==> config.mk <==
export PLATFORM = sky130hd
export DESIGN_NAME = alu_seq
export DESIGN_NICKNAME = d
export VERILOG_FILES = /design/src/rtl/alu_seq.sv
export SDC_FILE = /design/constraint.sdc
export NUM_CORES = 1
export LEC_CHECK = 0
export ABC_AREA = 1
export CORE_ASPECT_RATIO = 1.4
export CORE_MARGIN = 2
export CORE_UTILIZATION = 35
export CTS_CLUSTER_DIAMETER = 100
export DETAILED_ROUTE_END_ITERATION = 6
export DONT_BUFFER_PORTS = 1
export PLACE_DENSITY_LB_ADDON = 0.3
export SETUP_SLACK_MARGIN = 0.3
export SYNTH_ARGS = -nofsm -noshare
export SYNTH_HDL_FRONTEND = slang
export SYNTH_SLANG_ARGS = --single-unit
==> constraint.sdc <==
create_clock -name clk -period 7.6 [get_ports clk]
set_clock_uncertainty 0.05 [all_clocks]
set_input_delay 1.52 -clock clk [delete_from_list [all_inputs] [get_ports clk]]
set_output_delay 1.52 -clock clk [all_outputs]
set_load 0.03 [all_outputs]
==> src/rtl/alu_seq.sv <==
// Multi-cycle ALU for the execute stage: registered single-cycle ops, a bit-serial
// shift-by-N and a shift-add multiply behind a start/busy/done handshake.
module alu_seq #(
    parameter int WIDTH = 8,
    parameter int SHW   = $clog2(WIDTH)
) (
    input  logic             clk,
    input  logic             reset,
    input  logic             start,
    input  logic [3:0]       op,
    input  logic [WIDTH-1:0] inA,
    input  logic [WIDTH-1:0] inB,
    input  logic             carry_in,
    input  logic             direction,
    input  logic             use_carry,
    output logic             busy,
    output logic             done,
    output logic [WIDTH-1:0] data_out,
    output logic [WIDTH-1:0] mul_hi,
    output logic             carry_out,
    output logic [1:0]       compareFlag
);

    typedef enum logic [1:0] {S_IDLE, S_EXEC, S_FIN} state_e;

    localparam logic [3:0] OP_AND   = 4'd0;
    localparam logic [3:0] OP_OR    = 4'd1;
    localparam logic [3:0] OP_ADD   = 4'd2;
    localparam logic [3:0] OP_SUB   = 4'd3;
    localparam logic [3:0] OP_PASSB = 4'd5;
    localparam logic [3:0] OP_PASSA = 4'd6;
    localparam logic [3:0] OP_CMP   = 4'd7;
    localparam logic [3:0] OP_SHIFT = 4'd8;
    localparam logic [3:0] OP_MUL   = 4'd9;

    localparam logic [SHW-1:0] CNT_ONE = SHW'(1);
    localparam logic [SHW-1:0] CNT_MUL = SHW'(WIDTH - 1);

    state_e             stateQ, stateD;
    logic [3:0]         opQ, opD;
    logic [WIDTH-1:0]   aQ, aD, bQ, bD;
    logic               cinQ, cinD, dirQ, dirD, fillQ, fillD;
    logic [SHW-1:0]     cntQ, cntD;
    logic [WIDTH-1:0]   workQ, workD;
    logic [2*WIDTH-1:0] prodQ, prodD;
    logic [WIDTH-1:0]   dataQ, dataD, hiQ, hiD;
    logic               coutQ, coutD;
    logic [1:0]         cmpQ, cmpD;

    logic [WIDTH-1:0]   shNext;
    logic               shOut;
    logic [WIDTH:0]     addHi;
    logic [2*WIDTH-1:0] prodNext;
    logic [WIDTH:0]     sum;

    // One step of the serial shifter; a zero shift amount leaves A untouched.
    always_comb begin
        shNext = workQ;
        shOut  = 1'b0;
        if (bQ[SHW-1:0] != '0) begin
            if (dirQ) begin
                {shOut, shNext} = {workQ, fillQ};
            end else begin
                {shNext, shOut} = {fillQ, workQ};
            end
        end
    end

    // Shift-add multiply step: low half holds the remaining multiplier bits.
    always_comb begin
        addHi    = {1'b0, prodQ[2*WIDTH-1:WIDTH]} + (prodQ[0] ? {1'b0, aQ} : '0);
        prodNext = {addHi, prodQ[WIDTH-1:1]};
        sum      = {1'b0, aQ} + {1'b0, (opQ == OP_SUB) ? ~bQ : bQ} + (WIDTH+1)'(cinQ);
    end

    always_comb begin
        stateD = stateQ;
        opD    = opQ;
        aD     = aQ;
        bD     = bQ;
        cinD   = cinQ;
        dirD   = dirQ;
        fillD  = fillQ;
        cntD   = cntQ;
        workD  = workQ;
        prodD  = prodQ;
        dataD  = dataQ;
        hiD    = hiQ;
        coutD  = coutQ;
        cmpD   = cmpQ;

        case (stateQ)
            S_IDLE: begin
                if (start) begin
                    stateD = S_EXEC;
                    opD    = op;
                    aD     = inA;
                    bD     = inB;
                    cinD   = carry_in;
                    dirD   = direction;
                    fillD  = use_carry & carry_in;
                    workD  = inA;
                    prodD  = {{WIDTH{1'b0}}, inB};
                    if (op == OP_SHIFT) begin
                        cntD = (inB[SHW-1:0] == '0) ? '0 : inB[SHW-1:0] - CNT_ONE;
                    end else if (op == OP_MUL) begin
                        cntD = CNT_MUL;
                    end else begin
                        cntD = '0;
                    end
                end
            end
            S_EXEC: begin
                workD = shNext;
                prodD = prodNext;
                cntD  = cntQ - CNT_ONE;
                if (cntQ == '0) begin
                    stateD = S_FIN;
                    dataD  = '1;
                    hiD    = '0;
                    coutD  = 1'b0;
                    cmpD   = 2'b11;
                    case (opQ)
                        OP_AND:   dataD = aQ & bQ;
                        OP_OR:    dataD = aQ | bQ;
                        OP_ADD:   {coutD, dataD} = sum;
                        OP_SUB:   {coutD, dataD} = sum;
                        OP_PASSB: dataD = bQ;
                        OP_PASSA: dataD = aQ;
                        OP_CMP:   cmpD = {aQ == bQ, aQ > bQ};
                        OP_SHIFT: begin
                            dataD = shNext;
                            coutD = shOut;
                        end
                        OP_MUL:   {hiD, dataD} = prodNext;
                        default:  dataD = '1;
                    endcase
                end
            end
            S_FIN: begin
                stateD = S_IDLE;
            end
            default: begin
                stateD = S_IDLE;
            end
        endcase
    end

    always_ff @(posedge clk) begin
        if (reset) begin
            stateQ <= S_IDLE;
            opQ    <= '0;
            aQ     <= '0;
            bQ     <= '0;
            cinQ   <= 1'b0;
            dirQ   <= 1'b0;
            fillQ  <= 1'b0;
            cntQ   <= '0;
            workQ  <= '0;
            prodQ  <= '0;
            dataQ  <= '0;
            hiQ    <= '0;
            coutQ  <= 1'b0;
            cmpQ   <= 2'b11;
        end else begin
            stateQ <= stateD;
            opQ    <= opD;
            aQ     <= aD;
            bQ     <= bD;
            cinQ   <= cinD;
            dirQ   <= dirD;
            fillQ  <= fillD;
            cntQ   <= cntD;
            workQ  <= workD;
            prodQ  <= prodD;
            dataQ  <= dataD;
            hiQ    <= hiD;
            coutQ  <= coutD;
            cmpQ   <= cmpD;
        end
    end

    assign busy        = (stateQ == S_EXEC);
    assign done        = (stateQ == S_FIN);
    assign data_out    = dataQ;
    assign mul_hi      = hiQ;
    assign carry_out   = coutQ;
    assign compareFlag = cmpQ;

endmodule

* Yosys cells after proc, flatten, opt, wreduce, memory -nomap -nowiden
Index checks and enable logic that the tools add are counted.
** Word-level totals
- Flip-flop bits (word level) :: 71
- Bits in latches :: 0
- Memory bits (writable) :: 0
- Memory bits (read-only) :: 0
- Bits of input ports :: 26
- Output and inout bits :: 21
- Word-level logic and storage cells :: 72
- Memories kept :: 0
** Cells by class
- Add/subtract/negate cells :: 5
- Multipliers :: 0
- Div/mod/pow operators :: 0
- Order comparisons :: 1
- Eq/ne operators :: 15
- Shifts and indexed selects :: 0
- Multiplexer cells :: 22
- Bitwise operators :: 4
- Reduce and logical (&&, ||, !) cells :: 11
** Operator list (count)
- 8-bit case mux with 7 select lines :: 1
- 8-bit 2-to-1 mux :: 6
- 16-bit case mux with 2 select lines :: 1
- 8-bit by 8-bit adder with 9-bit output :: 2
- 4-bit == test, second input constant :: 4
- 16-bit 2-to-1 mux :: 1
- 8-bit case mux with 2 select lines :: 1
- 4-bit by 3-bit == test with 1-bit output, second input constant :: 3
- 3-bit 2-to-1 mux :: 4
- 9-bit by 1-bit adder with 9-bit output :: 1
- 8-bit bitwise AND :: 1
- 4-bit by 2-bit == test with 1-bit output, second input constant :: 2
- 8-bit == test :: 1
- 8-bit > comparator :: 1
- 8-bit inverter :: 1
- 8-bit OR :: 1
- 2-bit AND reduction :: 4
- 3-bit logical NOT :: 2
- 2-bit 2-to-1 mux :: 3
- 3-bit case mux with 2 select lines :: 1
- 3-bit by 1-bit subtractor with 3-bit output, second input constant :: 2
- 4-bit by 1-bit == test with 1-bit output, second input constant :: 1
- 4-bit logical NOT :: 1
- 2-bit case mux with 2 select lines :: 1
- other kinds (11) :: 12

* Longest topological paths before layout
- Word-level depth :: 5
- Gate-level depth with buffers :: 16
- Mapped depth without buffers :: 16

* Least setup slack after synthesis
Ideal clock, no wire load.
- Path kind :: register to output
- From :: register stateQ[0]
- To :: output port busy
- Arrival :: 0.974 ns
- Path slack :: 5.056 ns
- Stages on the path, launching flop included :: 4
- Path buffers :: 1
- Cell sequence :: dfxtp_1 -> inv_2 -> nor2_4 -> buf_1
** On the way
- Cells in the longest elaborated chain, start to end :: 1
** RTL lines
- from (decl) :: line 39 : state_e stateQ, stateD;
- from (signal assigned) :: line 166 : stateQ <= stateD;
- 2-bit by 1-bit == test with 1-bit output :: line 183 : assign busy = (stateQ == S_EXEC);
- to (decl) :: line 16 : output logic busy,
Every way passes these cells.

* Worst setup path after layout
- From :: input port start
- To :: register prodQ[8]
** On the way
- Cells in the longest elaborated chain, start to end :: 2
** RTL lines
- from (decl) :: line 9 : input logic start,
- 2-bit != test (no source line)
- 2-bit AND reduction (no source line)
- to (signal assigned) :: line 175 : prodQ <= prodD;
- to (decl) :: line 45 : logic [2*WIDTH-1:0] prodQ, prodD;
Every way passes these cells.
A chain may end at the register's enable or synchronous reset.

==> results.py <==
metrics = {
    "setup_path": {
        "cpPeakStageDelay_ps": 910,
        "arrival_ps": 3940,
        "start_kind": "input port",
        "r2r_end": "data_out[2]$_SDFFE_PP0P_",
        "critPathKind": "input port to flop",
        "startpoint": "start",
        "cp-endpoint": "prodQ[8]$_SDFFE_PP0P_",
        "reg2reg_slack_ps": 4290,
        "r2r-start": "opQ[2]$_SDFFE_PP0P_",
        "timing.critical_path.mode_cell": "inv_1",
        "worst-path-max-fanout": 29,
        "crit_chain": "nand3_1 > inv_1 > nor2_2 > nand2_2 > inv_1 > a22o_1",
        "cp.required_ps": 7770,
        "end_kind": "flop",
        "ff2ff_path_depth": 14,
        "slowest_stage": "inv_1",
    },
    "clock_network": {
        "cts_setup_buffers": 0,
        "hold_buffers": 0,
        "cts_buffer_depth": 2,
        "cts_buffers": 9,
        "clockRootBuffer": "clkbuf_16",
        "cts.htree.levels": 3,
        "post_cts_resized": 0,
        "clock-sinks": 71,
        "clkTransAtPathRegs_ps": 60,
        "cts_tree": "built",
        "clock_latency_ps": 340,
    },
    "global_routing": {
        "grt_pass1_wl_um": 22900,
        "busiest_layer": "met2",
        "antenna_found_initial": 0,
        "overflow": 0,
        "grt_util_met2_pct": 37.2,
        "grt.met1_usage_pct": 23.1,
        "grt_max_degree": 43,
        "grt_util_all_layers_pct": 20.7,
        "grt_util_met3_pct": 4.02,
        "grt_pass1_vias": 4445,
    },
    "floorplan": {
        "die-area_mm2": 0.0144,
        "start_util_pct": 35.4,
        "coreArea_mm2": 0.0133,
        "die_h_um": 141,
        "dieWidth_um": 102,
        "fp-row-count": 50,
        "pin_count": 47,
    },
    "synth": {
        "syn-cell-area_mm2": 0.00469,
        "synth_fp_nets": 765,
        "synthAdderAreaFrac_pct": 12.8,
        "muxShareOfSynthArea_pct": 0,
        "synth_top_family_by_area": "simple AND/OR/NAND/NOR gates",
        "synth_top_area_share_pct": 30.3,
        "synth_compound_area_share_pct": 14.3,
        "yosysWarnings": 0,
        "async_reset_ff_share_pct": 0,
        "synthXorXnorAreaFrac_pct": 2.05,
        "ys_types": 37,
        "avgSynthCellArea_um2": 6.77,
        "synth_edf_count": 0,
        "yosys.area_share.simple_pct": 31.1,
        "synthFlopType": "dfxtp_1",
        "synth_most_common_cell": "nand2_1",
        "ys_top_cells_by_area": "dfxtp_1 30%, nand2_1 14%, ha_1 11%",
        "seq_area_frac_synth_pct": 30.3,
        "synth_seq_cells": 71,
        "netlist_instances": 693,
        "yosys.area.top_type": "dfxtp_1",
        "synthTopCellsByCount": "177 x nand2_1, 81 x inv_1, 71 x dfxtp_1",
    },
    "cells_and_area": {
        "areaGrowthSynthToFinish_pct": 8.91,
        "n_antenna_cell": 0,
        "drive_gt1_share_pct": 5.39,
        "nFillCells": 1445,
        "nNetsFinal": 754,
    },
    "drt": {
        "vias": 4512,
        "routedWlPerCell_um": 16.7,
        "via_per_inst": 5.19,
        "drt_first_pass_iters": 5,
        "final_antenna_net_count": 0,
        "drc": 0,
        "drt_wl_total_um": 14500,
        "drt_iter0_markers": 278,
    },
    "sta": {
        "min_period_over_period_pct": 49.5,
        "hold_viol_final": 0,
        "worst_slew_pin_slew_ps": 998,
        "slew_violations": 0,
        "setup_violations": 0,
        "slew_headroom_pct": 33.2,
        "fin_setup_tns_ps": 0,
        "fin_crit_ps": 3760,
        "fmax_mhz": 266,
        "rsz0062_at_grt": "no",
    },
    "job": {
        "maxCapViolCount": 0,
    },
    "outcome": {
        "outcome": "completed",
    },
    "placed_design": {
        "io_buffer_count": 0,
        "dp.final_hpwl_um": 11200,
        "gp_congestion": 0.929,
    },
    "power_and_ir_drop": {
        "power.density_mw_per_mm2": 213,
        "finalPower_mw": 1.09,
        "leakagePower_nw": 2.33,
        "ir_worst_vdd_mv": 0.0971,
    },
    "worst_hold_path": {
        "hold_path.class": "flop to flop",
        "hold-path-cell-count": 2,
    },
}
==> flip-flops by register name, summed over array words and instances (netlist names) <==
| register | count |
|---|---|
| bQ | 8 |
| compareFlag | 2 |
| dirQ | 1 |
| workQ | 8 |
| aQ | 8 |
| data_out | 8 |
| prodQ | 16 |
| opQ | 4 |
| carry_out | 1 |
| stateQ | 2 |
| fillQ | 1 |
| mul_hi | 8 |
| cinQ | 1 |
| cntQ | 3 |
==> layout make-up <==
class	count	area (µm²)	share of cell area, %
Clock buffer	13	240	4.70
Sequential cell	71	1420	27.8
Multi-Input combinational cell	507	2830	55.3
Clock inverter	3	43.8	0.857
Inverter	93	349	6.83
Tap cell	182	228	4.46
==> report_power, final <==
part	internal (mW)	switching, mW	total, mW
sequential	0.402	0.0462	0.448
combinational	0.0678	0.153	0.221
clock	0.255	0.162	0.417
total	0.724	0.361	1.09
==> how the worst min path moves through the flow <==
stage	start	end	slack [ps]
2_1_floorplan	prodQ[15]$_SDFFE_PP0P_	prodQ[15]$_SDFFE_PP0P_	380
3_3_place_gp	prodQ[14]$_SDFFE_PP0P_	prodQ[14]$_SDFFE_PP0P_	400
3_5_place_dp	prodQ[15]$_SDFFE_PP0P_	prodQ[15]$_SDFFE_PP0P_	410
4_1_cts	prodQ[11]$_SDFFE_PP0P_	prodQ[11]$_SDFFE_PP0P_	420
5_1_grt	prodQ[13]$_SDFFE_PP0P_	prodQ[13]$_SDFFE_PP0P_	440
6_report	prodQ[15]$_SDFFE_PP0P_	prodQ[15]$_SDFFE_PP0P_	420
==> worst max-delay path, delay by kind of cell <==
family	cells	cell delay, ps
compound gates	1	220
buf+inv	2	1120
simple gates	3	1060
==> cells in the final DEF (no fill, tap or decap), types with 9 or more instances in the layout <==
| master | n |
|---|---|
| nand2_1 | 177 |
| inv_1 | 81 |
| dfxtp_1 | 71 |
| nand3_1 | 69 |
| nor2_1 | 51 |
| a21oi_1 | 48 |
| ha_1 | 43 |
| o21ai_0 | 27 |
| xor2_1 | 10 |
| inv_2 | 9 |
| o31ai_1 | 9 |
| clkbuf_16 | 9 |
==> logic make-up after synthesis <==
family | Yosys count
compound gates | 116
buf+inv | 115
simple gates | 334
fa+ha+maj | 46
flops | 71
xor+xnor | 11
==> layer usage <==
layer  vias to the layer above  wire length (µm)  share of wire [%]
met5                         -                 0                  0
met4                         0               550                3.8
met3                        28               784                5.4
met2                       148              7450                 51
met1                      2089              5690                 39
li1                       2247                 -                  -
==> per-stage QoR <==
stage	hold WS [ps]	area, µm²	std cells	utilization (%)	setup slack, ps
after detailed placement	409	4820	853	36.4	3490
after global routing	437	5110	869	38.5	3550
after floorplan	382	4690	693	-	5060
after global placement	398	4820	853	36.4	3590
after CTS	418	5110	869	38.5	3850
final	417	5110	869	38.5	3840
Note: power is estimated with default switching activity, not from simulation.
